**src/rtl/axi4_pkg.sv**
```systemverilog
`default_nettype none
// ============================================================================
// Module      : axi4_pkg
// Description : Shared AXI4 response/burst encodings and decerr FSM states.
// Revision    : 1.0 - initial release
// ============================================================================
package axi4_pkg;

    localparam logic [1:0] RESP_OKAY   = 2'b00;
    localparam logic [1:0] RESP_EXOKAY = 2'b01;
    localparam logic [1:0] RESP_SLVERR = 2'b10;
    localparam logic [1:0] RESP_DECERR = 2'b11;

    localparam logic [1:0] BURST_FIXED = 2'b00;
    localparam logic [1:0] BURST_INCR  = 2'b01;
    localparam logic [1:0] BURST_WRAP  = 2'b10;

    typedef enum logic [1:0] {
        W_IDLE = 2'd0,
        W_DATA = 2'd1,
        W_RESP = 2'd2
    } wr_state_t;

    typedef enum logic [0:0] {
        R_IDLE = 1'b0,
        R_DATA = 1'b1
    } rd_state_t;

endpackage
`default_nettype wire

```
**src/rtl/axi4_decerr_rd_engine.sv**
```systemverilog
`default_nettype none
// ============================================================================
// Module      : axi4_decerr_rd_engine
// Description : Read half of the decode-error slave: streams arlen+1 DECERR beats.
// Revision    : 1.0 - initial release
// ============================================================================
module axi4_decerr_rd_engine
    import axi4_pkg::*;
#(
    parameter int ID_WIDTH   = 4,
    parameter int DATA_WIDTH = 32
) (
    input  logic                  clk,
    input  logic                  rst,
    input  logic [ID_WIDTH-1:0]   arid,
    input  logic [7:0]            arlen,
    input  logic                  arvalid,
    output logic                  arready,
    output logic [ID_WIDTH-1:0]   rid,
    output logic [DATA_WIDTH-1:0] rdata,
    output logic [1:0]            rresp,
    output logic                  rlast,
    output logic                  rvalid,
    input  logic                  rready
);

    rd_state_t             r_state, w_next;
    logic [7:0]            r_cnt, w_cnt_next;
    logic                  r_arready, r_rvalid, r_rlast;
    logic [ID_WIDTH-1:0]   r_rid;
    logic [1:0]            r_rresp;
    logic [DATA_WIDTH-1:0] r_rdata;

    always_comb begin
        w_next     = r_state;
        w_cnt_next = r_cnt;
        case (r_state)
            R_IDLE: begin
                if (arvalid && r_arready) begin
                    w_next     = R_DATA;
                    w_cnt_next = arlen;
                end
            end
            R_DATA: begin
                if (r_rvalid && rready) begin
                    if (r_cnt == 8'd0) begin
                        w_next = R_IDLE;
                    end else begin
                        w_cnt_next = r_cnt - 8'd1;
                    end
                end
            end
            default: w_next = R_IDLE;
        endcase
    end

    // Outputs are registered from the next state so they line up with it.
    always_ff @(posedge clk or posedge rst) begin
        if (rst) begin
            r_state   <= R_IDLE;
            r_cnt     <= 8'd0;
            r_arready <= 1'b0;
            r_rvalid  <= 1'b0;
            r_rlast   <= 1'b0;
            r_rid     <= '0;
            r_rresp   <= RESP_OKAY;
            r_rdata   <= '0;
        end else begin
            r_state   <= w_next;
            r_cnt     <= w_cnt_next;
            r_arready <= (w_next == R_IDLE);
            r_rvalid  <= (w_next == R_DATA);
            r_rlast   <= (w_next == R_DATA) && (w_cnt_next == 8'd0);
            r_rresp   <= (w_next == R_DATA) ? RESP_DECERR : RESP_OKAY;
            r_rdata   <= '0;
            if (r_state == R_IDLE && arvalid && r_arready) begin
                r_rid <= arid;
            end
        end
    end

    assign arready = r_arready;
    assign rvalid  = r_rvalid;
    assign rlast   = r_rlast;
    assign rid     = r_rid;
    assign rresp   = r_rresp;
    assign rdata   = r_rdata;

endmodule
`default_nettype wire

```
**src/rtl/axi4_decerr_slave.sv**
```systemverilog
`default_nettype none
// ============================================================================
// Module      : axi4_decerr_slave
// Description : Default AXI4 slave completing unmapped accesses with DECERR.
// Revision    : 1.0 - initial release
// ============================================================================
module axi4_decerr_slave
    import axi4_pkg::*;
#(
    parameter int ID_WIDTH   = 4,
    parameter int ADDR_WIDTH = 32,
    parameter int DATA_WIDTH = 32
) (
    input  logic                    clk,
    input  logic                    rst,
    input  logic [ID_WIDTH-1:0]     awid,
    input  logic [ADDR_WIDTH-1:0]   awaddr,
    input  logic [7:0]              awlen,
    input  logic [2:0]              awsize,
    input  logic [1:0]              awburst,
    input  logic                    awvalid,
    output logic                    awready,
    input  logic [DATA_WIDTH-1:0]   wdata,
    input  logic [DATA_WIDTH/8-1:0] wstrb,
    input  logic                    wlast,
    input  logic                    wvalid,
    output logic                    wready,
    output logic [ID_WIDTH-1:0]     bid,
    output logic [1:0]              bresp,
    output logic                    bvalid,
    input  logic                    bready,
    input  logic [ID_WIDTH-1:0]     arid,
    input  logic [ADDR_WIDTH-1:0]   araddr,
    input  logic [7:0]              arlen,
    input  logic [2:0]              arsize,
    input  logic [1:0]              arburst,
    input  logic                    arvalid,
    output logic                    arready,
    output logic [ID_WIDTH-1:0]     rid,
    output logic [DATA_WIDTH-1:0]   rdata,
    output logic [1:0]              rresp,
    output logic                    rlast,
    output logic                    rvalid,
    input  logic                    rready
);

    // Payload fields that carry no meaning for a decode-error response.
    logic w_unused_ok;
    assign w_unused_ok = ^{awaddr, awlen, awsize, awburst, wdata, wstrb,
                           araddr, arsize, arburst};

    wr_state_t           r_wr_state, w_wr_next;
    logic                r_awready, r_wready, r_bvalid;
    logic [ID_WIDTH-1:0] r_bid;
    logic [1:0]          r_bresp;

    always_comb begin
        w_wr_next = r_wr_state;
        case (r_wr_state)
            W_IDLE:  if (awvalid && r_awready)        w_wr_next = W_DATA;
            W_DATA:  if (wvalid && r_wready && wlast) w_wr_next = W_RESP;
            W_RESP:  if (r_bvalid && bready)          w_wr_next = W_IDLE;
            default: w_wr_next = W_IDLE;
        endcase
    end

    always_ff @(posedge clk or posedge rst) begin
        if (rst) begin
            r_wr_state <= W_IDLE;
            r_awready  <= 1'b0;
            r_wready   <= 1'b0;
            r_bvalid   <= 1'b0;
            r_bid      <= '0;
            r_bresp    <= RESP_OKAY;
        end else begin
            r_wr_state <= w_wr_next;
            r_awready  <= (w_wr_next == W_IDLE);
            r_wready   <= (w_wr_next == W_DATA);
            r_bvalid   <= (w_wr_next == W_RESP);
            r_bresp    <= (w_wr_next == W_RESP) ? RESP_DECERR : RESP_OKAY;
            if (r_wr_state == W_IDLE && awvalid && r_awready) begin
                r_bid <= awid;
            end
        end
    end

    assign awready = r_awready;
    assign wready  = r_wready;
    assign bvalid  = r_bvalid;
    assign bid     = r_bid;
    assign bresp   = r_bresp;

    axi4_decerr_rd_engine #(
        .ID_WIDTH   (ID_WIDTH),
        .DATA_WIDTH (DATA_WIDTH)
    ) u_rd_engine (
        .clk     (clk),
        .rst     (rst),
        .arid    (arid),
        .arlen   (arlen),
        .arvalid (arvalid),
        .arready (arready),
        .rid     (rid),
        .rdata   (rdata),
        .rresp   (rresp),
        .rlast   (rlast),
        .rvalid  (rvalid),
        .rready  (rready)
    );

endmodule
`default_nettype wire

```
**config.mk**
```make
export PLATFORM = sky130hd
export DESIGN_NAME = axi4_decerr_slave
export DESIGN_NICKNAME = d
export VERILOG_FILES = /design/src/rtl/axi4_pkg.sv /design/src/rtl/axi4_decerr_rd_engine.sv /design/src/rtl/axi4_decerr_slave.sv
export SDC_FILE = /design/constraint.sdc
export NUM_CORES = 1
export LEC_CHECK = 0
export ABC_AREA = 0
export ABC_CLOCK_PERIOD_IN_PS = 3100
export BUFFER_PORTS_ARGS = -buffer_cell sky130_fd_sc_hd__clkbuf_2
export CORE_AREA = 2 2 74 76
export DETAILED_ROUTE_END_ITERATION = 6
export DIE_AREA = 0 0 76 78
export PLACE_DENSITY = 0.75
export SLEW_MARGIN = 20
export SYNTH_ARGS = -nofsm -noshare
export SYNTH_HDL_FRONTEND = slang
export SYNTH_SLANG_ARGS = --single-unit
```
**constraint.sdc**
```tcl
create_clock -name clk -period 3.1 [get_ports clk]
set_input_delay 0.155 -clock clk [delete_from_list [all_inputs] [get_ports clk]]
set_output_delay 0.155 -clock clk [all_outputs]
set_load 0.01 [all_outputs]
```
# Word level (Yosys, flattened, before mapping)

Cells that the tools add are included.

Register bits after elaboration: 28
Output and inout port bits: 50
Word-level logic and storage cells: 48

$add $sub $neg: 1
Eq/ne operators: 4
Mux-type cells: 14
Bitwise gates (word level): 2
Reduce and logical (&&, ||, !) cells: 15

Operators by type and width:

| kind                | number |
|---|---|
| $mux 8              | 3 |
| $logic_not 8->1     | 2 |
| $pmux 8 s2          | 1 |
| $logic_and 1x1->1   | 11 |
| $mux 2              | 5 |
| $sub 8x1->8 const B | 1 |
| $pmux 2 s3          | 1 |
| $eq 2x1->1 const B  | 2 |
| $eq 2x2->1 const B  | 2 |
| $logic_not 2->1     | 2 |
| $mux 1              | 3 |
| $not 1->1           | 2 |
| $pmux 1 s2          | 1 |

# Logic depth before layout (Yosys ltp)

Gate-level depths: netlist of run 1.

Depth after elaboration: 6
Mapped depth: 9
Depth with buffers taken out: 9

# Cells and area by module

Synthesis of run 1 repeated with hierarchy kept, for this count alone.

Cells, all modules: 153
Area total of the unflattened synthesis: 1579.0 µm²

Modules (own cells, without submodules):

| module                | instances | cells an instance | area each (µm²) | sequential area each (µm²) |
|---|---|---|---|---|
| axi4_decerr_rd_engine | 1         | 125               | 1188.6          | 375.4 |
| axi4_decerr_slave     | 1         | 28                | 390.4           | 225.2 |

# Worst setup path before layout of run 1

No wires, ideal clock.

Path type: reg-to-reg
Start: reg u_rd_engine.r_cnt[0]
End: reg u_rd_engine.r_rlast (netlist: u_rd_engine.rlast)
Library setup time: 0.096 ns
Arrival: 2.016 ns
Required time: 3.004 ns
Setup slack: 0.989 ns
Cell stages (with the launch flop): 10
Path buffers: 0
Period minus slack after synthesis: 2.111 ns
Cell sequence: dfrtp_1 -> inv_1 -> ha_1 -> nor3b_1 -> nor3b_4 -> nor2_1 -> inv_1 -> a2111o_1 -> or4_4 -> nor4_2

RTL lines:

| what                   | RTL line                    | text |
|---|---|---|
| from (decl)            | axi4_decerr_rd_engine.sv:28 | `logic [7:0] r_cnt, w_cnt_next;` |
| from (signal assigned) | axi4_decerr_rd_engine.sv:70 | `r_cnt <= w_cnt_next;` |
| $logic_not 8->1        | axi4_decerr_rd_engine.sv:46 | `if (r_cnt == 8'd0) begin` |
| $mux 1                 | axi4_decerr_rd_engine.sv:46 |  |
| $mux 1                 | axi4_decerr_rd_engine.sv:45 | `if (r_rvalid && rready) begin` |
| $pmux 1 s2             | axi4_decerr_rd_engine.sv:37 | `case (r_state)` |
| via u_rd_engine.w_next | axi4_decerr_rd_engine.sv:27 | `rd_state_t r_state, w_next;` |
| $logic_and 1x1->1      | axi4_decerr_rd_engine.sv:73 | `r_rlast <= (w_next == R_DATA) && (w_cnt_next == 8'd0);` |
| to (signal assigned)   | axi4_decerr_rd_engine.sv:73 |  |
| to (decl)              | axi4_decerr_rd_engine.sv:29 | `logic r_arready, r_rvalid, r_rlast;` |

The timed path passes the listed nets, and every way through them passes these cells.
A chain may end at the register's enable or synchronous reset.

# Final worst setup path of run 1

Ends and elaborated chain as after synthesis.

==> key figures, run 1 <==
Status
  – Status: finished clean

Critical path
  – WP data arrival: 2.56 ns
  – Critical Path Start Type: register
  – CP Capture Type: register
  – R2R cell count: 9
  – Req. time, crit path: 3.28 ns
  – CP Class: reg2reg
  – Flop2flop setup slack: 0.72 ns
  – Reg-to-reg critical path endpoint: u_rd_engine.rlast$_DFF_PP0_
  – CP Max Fanout: 6
  – Worst R2R Start: u_rd_engine.r_cnt[0]$_DFF_PP0_
  – Worst setup startpoint: u_rd_engine.r_cnt[0]$_DFF_PP0_

Final layout
  – Final instance area: 0.00169 sq mm
  – Antenna Cells: 0
  – Area delta synth->final: 13.2%
  – Layout cells sized above 1: 31.1%
  – Finished Layout Cells: 263
  – Final Net Count: 338
  – Commonest non-fill, non-tap cell in the layout: clkbuf_2
  – Most frequent cells in the layout: 41 x clkbuf_2, 32 x conb_1, 24 x dfrtp_1, 19 x nand2_1

Floorplanning
  – Die area: 0.00593 sq mm
  – Initial core utilization: 29.7%
  – Die X: 76 microns
  – I/O Pins: 192
  – FP Rows: 26
  – Die H: 78 microns
  – Core area: 0.00504 sq mm

Route
  – Routed WL per cell: 11.4 microns
  – DR vias/cell: 4.36
  – Initial detailed-routing violation count: 51
  – Final ANT Viol Nets: 0
  – Residual DRC: 0
  – Drt total wl: 2990 microns
  – Drt pass-1 iters: 4
  – Via count: 1146

GRT
  – Vias in the first global route: 1041
  – GRT Total Usage: 9.93%
  – Initial antenna violation count: 0
  – GRT overflow: 0
  – First-pass GRT wire length: 4700 microns
  – Largest net degree at the start of global routing: 25

Timing
  – Final hold violation count: 0
  – Final Skew: 0.00911 ns
  – Final setup vio count: 0
  – Relative slew margins: 39.3%
  – RSZ-0062 raised after global routing: no
  – Final worst-path cycle share: 76.9%
  – Fin Setup TNS: 0 ns
  – Tightest Pin Transition: 0.910 ns
  – Minimum clock period: 2.38 ns
  – Max Transition Viols Final: 0
  – Achievable clock frequency: 419 MHz

Clock network
  – H-tree depth: 1
  – CTS Hold Buffers Added: 0
  – Sink Count: 24
  – Reg clk slew, reported paths: 0.09 ns
  – Post-CTS setup buffers: 0
  – Clock Tree Root: clkbuf_8
  – CTS tree: built
  – TritonCTS Buffers: 3
  – CTS resizes: 0
  – Bufs on Longest Clock Path: 2
  – Clk Latency, worst-skew pair: 0.27 ns

Placement
  – Final HPWL DP: 2380 microns
  – GPL Wtd Cong: 0.794
  – Post-DP Area: 0.00162 sq mm
  – Input/output buffers: 41
  – Dpl cells: 259

Synth
  – Synth cell types: 43
  – Seq/Total Area, Yosys: 40.1%
  – Syn Inst Count: 156
  – Asr flop ratio synth: 100%
  – Post-synth EDFFs: 0
  – Ys Warns: 0
  – Syn_area_per_cell: 9.59 sq um
  – Top FF cell, synth: dfrtp_1
  – Register bit total from synthesis: 24
  – Post-Syn Area: 0.00150 sq mm

Power
  – Flop pwr share: 42.3%
  – VDD IR max: 0.000403 V
  – Total power: 0.00143 W
  – Clk pwr share: 19.0%
  – Lkg Pwr: 0.866 nW
  – P_int: 0.000885 W
  – Pwr dens: 845 mW/mm^2
  – Sw power: 0.000546 W
  – Comb power frac: 38.7%
  – Net switching share of the total power: 38.2%

Run
  – Max Cap Violations: 0

Worst hold path
  – Tightest Hold Check Type: in2async
through the flow:
stage / util [%] / hold WS (ns) / setup WS [ns]
2_1_floorplan: - / 0.170 / 0.989
3_3_place_gp: 32.2 / 0.366 / 0.795
3_5_place_dp: 32.2 / 0.367 / 0.728
4_1_cts: 33.6 / 0.0796 / 0.708
5_1_grt: 33.6 / 0.0814 / 0.560
6_report: 33.6 / 0.0556 / 0.715
final cells by class:
class,count,area (sq um)
Inverter,6,22.5
Clock buffer,3,41.3
Clock inverter,1,30.0
Multi-Input combinational cell,118,707
Timing Repair Buffer,41,205
Sequential cell,24,601
Tap cell,70,87.6
Fill cell,533,3350
Yosys cell counts, drive strengths merged, types with 2 or more instances:
cell type  number  area, sq um
and3            4         25.0
mux2            4         45.0
nor2            5         18.8
or4             2         22.5
nand2          19         71.3
and2b           2         17.5
xnor2           3         26.3
nor4            3         25.0
nor3            2         10.0
a21oi           7         38.8
inv             6         22.5
clkbuf          2         7.51
a211oi          6         45.0
nand3           3         15.0
ha              2         25.0
nor3b           2         26.3
and2            2         12.5
buf            37          275
or3             2         13.8
o21ai           2         10.0
dfrtp          24          601
critical path: stages, from the launching register on:
cell,delay (ns)
dfrtp_1,0.39
inv_1,0.10
ha_1,0.24
nor3b_1,0.16
nor3b_4,0.19
nor2_1,0.14
inv_1,0.08
a2111o_1,0.35
or4_4,0.44
nor4_2,0.22
registers in the layout (all words and copies together), names as in the netlist:
name	cells
u_rd_engine.r_cnt	8
bid	4
u_rd_engine.rid	4
r_wr_state	2
awready	1
bresp	1
u_rd_engine.arready	1
u_rd_engine.rlast	1
u_rd_engine.rresp	1
wready	1
kinds of logic after synthesis:
| group | count (synthesis) | share of synthesized area (%) |
|---|---|---|
| AND/OR/NAND/NOR | 51 | 20.3 |
| buffers and inverters | 45 | 20.4 |
| AO/OA/AOI/OAI | 26 | 12.5 |
| flip-flops | 24 | 40.1 |
| multiplexers | 4 | 3.01 |
| XOR/XNOR | 3 | 1.76 |
| adder cells (fa/ha/maj) | 2 | 1.67 |
| other | 1 | 0.251 |
per-layer routing:
layer  GRT usage, %  routed length (microns)  up-vias
met5              0                        0        -
met1           11.2                     1180      538
li1               -                        -      546
met4           3.27                        8        0
met3           3.84                      297        2
met2           17.2                     1500       60
worst max-delay path by stage:
stage	endpoint	slack [ns]	cells after the start
finish	u_rd_engine.rlast$_DFF_PP0_	0.72	9
global route	u_rd_engine.rlast$_DFF_PP0_	0.56	9
CTS	u_rd_engine.rlast$_DFF_PP0_	0.71	9
detailed placement	u_rd_engine.rlast$_DFF_PP0_	0.73	9
global placement	u_rd_engine.rlast$_DFF_PP0_	0.79	5
floorplan	u_rd_engine.rlast$_DFF_PP0_	0.99	9
power by group through the flow:
stage	Combinational (W)	Sequential [W]	Clock [W]
floorplan	0.000404	0.000606	0
global placement	0.000534	0.000599	0
detailed placement	0.000561	0.000603	0
CTS	0.000560	0.000602	0.000282
global route	0.000612	0.000626	0.000294
finish	0.000554	0.000605	0.000272
No activity file was read; power rests on OpenSTA's default activity.
==> run 2: changes to the inputs <==
ABC_AREA = 1   (was 0)
ABC_CLOCK_PERIOD_IN_PS = 2400   (was 3100)
PLACE_DENSITY = 0.76   (was 0.75)
clock period = 2.4 ns   (was 3.1 ns; I/O delays follow)
==> run 2 against run 1 <==
  * Synthesized cell count rose by 24%
  * Flip-flop and latch count did not move
  * Clock skew fell by 0.0079 ns
  * Die area stayed put
  * Cell count up 14%
  * Count of clock-buffer cells in the layout unchanged
  * Sequential power grew 22%
  * Critical path type unchanged
  * Largest power group is now combinational cells
==> key figures, run 2 <==
Floorplanning
  – Initial core utilization: 30.9% (+1.2 points)
  – Die H: 78 microns (unchanged)
  – Die area: 0.00593 sq mm (unchanged)
  – Die X: 76 microns (unchanged)
  – FP Rows: 26 (unchanged)
  – I/O Pins: 192 (unchanged)
  – Core area: 0.00504 sq mm (unchanged)

Timing
  – Minimum clock period: 1.68 ns (-0.701 ns)
  – Fin Setup TNS: 0 ns (unchanged)
  – Final setup vio count: 0 (unchanged)
  – Relative slew margins: 40.9% (+1.6 points)
  – Final Skew: 0.00122 ns (-0.00789 ns)
  – RSZ-0062 raised after global routing: no
  – Max Transition Viols Final: 0 (unchanged)
  – Final hold violation count: 0 (unchanged)
  – Achievable clock frequency: 594 MHz (+42%)
  – Worst hold slack: 0.0173 ns (-0.0383 ns)
  – Final worst-path cycle share: 70.2% (-6.8 points)
  – Tightest Pin Transition: 0.886 ns (-0.0241 ns)

Clock network
  – CTS Hold Buffers Added: 0 (unchanged)
  – CTS tree: built
  – Bufs on Longest Clock Path: 2 (unchanged)
  – Sink Count: 24 (unchanged)
  – Clk Latency, worst-skew pair: 0.26 ns (about the same)
  – Clock Tree Root: clkbuf_8
  – CTS resizes: 0 (unchanged)
  – Post-CTS setup buffers: 0 (unchanged)
  – TritonCTS Buffers: 3 (unchanged)
  – H-tree depth: 1 (unchanged)
  – Reg clk slew, reported paths: 0.07 ns (-0.02 ns)

Final layout
  – Fill cells: 541 (+1.5%)
  – Multi-input logic area: 694 sq um (-1.8%)
  – Most frequent cells in the layout: 43 x nand2_1, 41 x clkbuf_2, 32 x conb_1, 24 x dfrtp_1, 19 x inv_1
  – FF/Latch Area: 601 sq um (unchanged)
  – Post-layout util: 34.1% (+0.55 points)
  – Finished Layout Cells: 301 (+14%)
  – Layout cells sized above 1: 28.6% (-2.5 points)
  – Commonest non-fill, non-tap cell in the layout: nand2_1
  – Biggest register: u_rd_engine.r_cnt
  – Antenna Cells: 0 (unchanged)
  – Max reg flops: 8 (unchanged)
  – Area delta synth->final: 10.6%
  – Final Net Count: 377 (+12%)

Critical path
  – Slowest stage cell, crit path: dfrtp_1
  – WP data arrival: 1.88 ns (-0.68 ns)
  – Largest delay contributor family on the critical path: simple AND/OR/NAND/NOR gates
  – CP Class: reg2reg
  – Req. time, crit path: 2.59 ns (-0.69 ns)
  – CP Max Fanout: 4 (-2)
  – Cell mode on critical path: nand2_1
  – Critical Path Start Type: register
  – Largest incremental delay on the critical path: 0.42 ns (-0.02 ns)
  – Buf+Inv Stages, Crit Path: 1 (-1)
  – Reg-to-reg critical path endpoint: u_rd_engine.rlast$_DFF_PP0_
  – Worst R2R Start: u_rd_engine.r_cnt[0]$_DFF_PP0_
  – Flop2flop setup slack: 0.72 ns (about the same)
  – R2R cell count: 10 (+1)
  – Worst path cell trace: inv_1 > ha_1 > nand3_1 > o21ai_0 > nand2_1 > nand2_1 > nand2_1 > nor2_1 > nand3_1 > nor2_1
  – CP Capture Type: register

Route
  – DR vias/cell: 4.14 (-5.0%)
  – Drt pass-1 iters: 4 (unchanged)
  – Via count: 1246 (+8.7%)
  – Drt total wl: 2890 microns (-3.3%)
  – Initial detailed-routing violation count: 65 (+27%)
  – Final ANT Viol Nets: 0 (unchanged)
  – Residual DRC: 0 (unchanged)
  – Routed WL per cell: 9.60 microns (-16%)

Synth
  – Syn Inst Count: 193 (+24%)
  – Register bit total from synthesis: 24 (unchanged)
  – Dominant cell type by area after synthesis: dfrtp_1
  – Most common cell in the netlist: nand2_1
  – Area contributors post-synth: dfrtp_1 39%, buf_4 17%, nand2_1 10%
  – Ys Warns: 0 (unchanged)
  – Synth cell types: 27 (-37%)
  – Post-synth top area share: 38.6% (-1.5 points)
  – Syn_area_per_cell: 8.06 sq um (-16%)
  – Synth top cells by count: 43 x nand2_1, 36 x buf_4, 24 x dfrtp_1, 19 x inv_1, 16 x nor2_1
  – Top FF cell, synth: dfrtp_1
  – Asr flop ratio synth: 100% (unchanged)
  – Post-synth EDFFs: 0 (unchanged)
  – Seq/Total Area, Yosys: 38.6% (-1.5 points)
  – Post-Syn Area: 0.00156 sq mm (+4.0%)

Placement
  – Input/output buffers: 41 (unchanged)
  – Final HPWL DP: 2420 microns (+1.7%)
  – Dpl cells: 298 (+15%)
  – GPL Wtd Cong: 0.889 (+12%)

GRT
  – Initial antenna violation count: 0 (unchanged)
  – First-pass GRT wire length: 4970 microns (+5.7%)
  – Vias in the first global route: 1171 (+12%)
  – GRT Total Usage: 10.1% (+0.18 points)
  – GRT overflow: 0 (unchanged)
  – Largest net degree at the start of global routing: 25 (unchanged)

Power
  – Flop pwr share: 38.3% (-4.0 points)
  – Comb power frac: 50.0% (+11 points)
  – Clk pwr share: 11.8% (-7.2 points)
  – Lkg Pwr: 0.986 nW (+14%)
  – Sw power: 0.000856 W (+57%)
  – Pwr dens: 1120 mW/mm^2 (+32%)
  – Net switching share of the total power: 44.5% (+6.3 points)
  – P_int: 0.00107 W (+21%)
  – VDD IR max: 0.000534 V (+32%)
  – Total power: 0.00192 W (+34%)

Run
  – Max Cap Violations: 0 (unchanged)

Status
  – Status: finished clean

Worst hold path
  – Tightest Hold Check Type: in2async
## run 2: cell types whose count changed after synthesis, sizes merged, moves of 3 or more
| cell | previous run | this run |
|---|---|---|
| a211oi | 6 | 0 |
| nor2 | 5 | 21 |
| a22oi | 1 | 5 |
| a21oi | 7 | 3 |
| nor4 | 3 | 0 |
| and3 | 4 | 0 |
| nand2 | 19 | 48 |
| inv | 6 | 22 |
| nand3 | 3 | 15 |
## run 2: worst max-delay path by stage
| stage | from | endpoint | slack (ns) | cells after the start |
|---|---|---|---|---|
| 2_1_floorplan | u_rd_engine.r_cnt[0]$_DFF_PP0_ | u_rd_engine.rlast$_DFF_PP0_ | 0.97 | 10 |
| 5_1_grt | u_rd_engine.r_cnt[0]$_DFF_PP0_ | u_rd_engine.rlast$_DFF_PP0_ | 0.56 | 10 |
| 3_3_place_gp | u_rd_engine.r_cnt[0]$_DFF_PP0_ | u_rd_engine.rlast$_DFF_PP0_ | 0.77 | 10 |
| 3_5_place_dp | u_rd_engine.r_cnt[0]$_DFF_PP0_ | u_rd_engine.rlast$_DFF_PP0_ | 0.76 | 10 |
| 4_1_cts | u_rd_engine.r_cnt[0]$_DFF_PP0_ | u_rd_engine.rlast$_DFF_PP0_ | 0.72 | 10 |
| 6_report | u_rd_engine.r_cnt[0]$_DFF_PP0_ | u_rd_engine.rlast$_DFF_PP0_ | 0.72 | 10 |
## run 2: per-stage QoR
step / setup WS (ns) / area, sq um
2_1_floorplan: 0.971 / 1670
3_3_place_gp: 0.767 / 1680
3_5_place_dp: 0.759 / 1680
4_1_cts: 0.720 / 1720
5_1_grt: 0.560 / 1720
6_report: 0.716 / 1720
## run 2: power groups by stage
stage | sequential, W | clock (W) | combinational (W)
final | 0.000736 | 0.000226 | 0.000961
after global routing | 0.000765 | 0.000250 | 0.00110
after CTS | 0.000739 | 0.000238 | 0.000970
after detailed placement | 0.000746 | 0 | 0.000967
after global placement | 0.000739 | 0 | 0.000947
after floorplan | 0.000753 | 0 | 0.000751
## run 2: kinds of logic (layout without fill, tap and decap cells)
group / after synthesis / count (layout) / synth area share [%]
AOI/OAI and AO/OA: 14 / 14 / 6.03
DFF: 24 / 24 / 38.6
muxes: 4 / 4 / 2.89
other: 1 / 32 / 0.241
and+or+nand+nor: 87 / 87 / 25.8
adders and majority gates: 2 / 2 / 1.61
xor gates and xnor gates: 1 / 1 / 0.563
buffers and inverters: 60 / 67 / 24.3
## run 2: area by class of cell
cell class                      instances  share of cell area [%]
Clock buffer                            3                    2.40
Sequential cell                        24                    34.9
Inverter                               22                    4.94
Tap cell                               70                    5.09
Multi-Input combinational cell        140                    40.3
Timing Repair Buffer                   42                    12.4
## run 2: layer usage
metal | track usage, % | wire (microns) | up-vias
met2 | 18.3 | 1400 | 71
met3 | 2.91 | 289 | 2
met1 | 12.4 | 1190 | 563
met4 | 1.09 | 10 | 0
li1 | - | - | 610
met5 | 0 | 0 | -
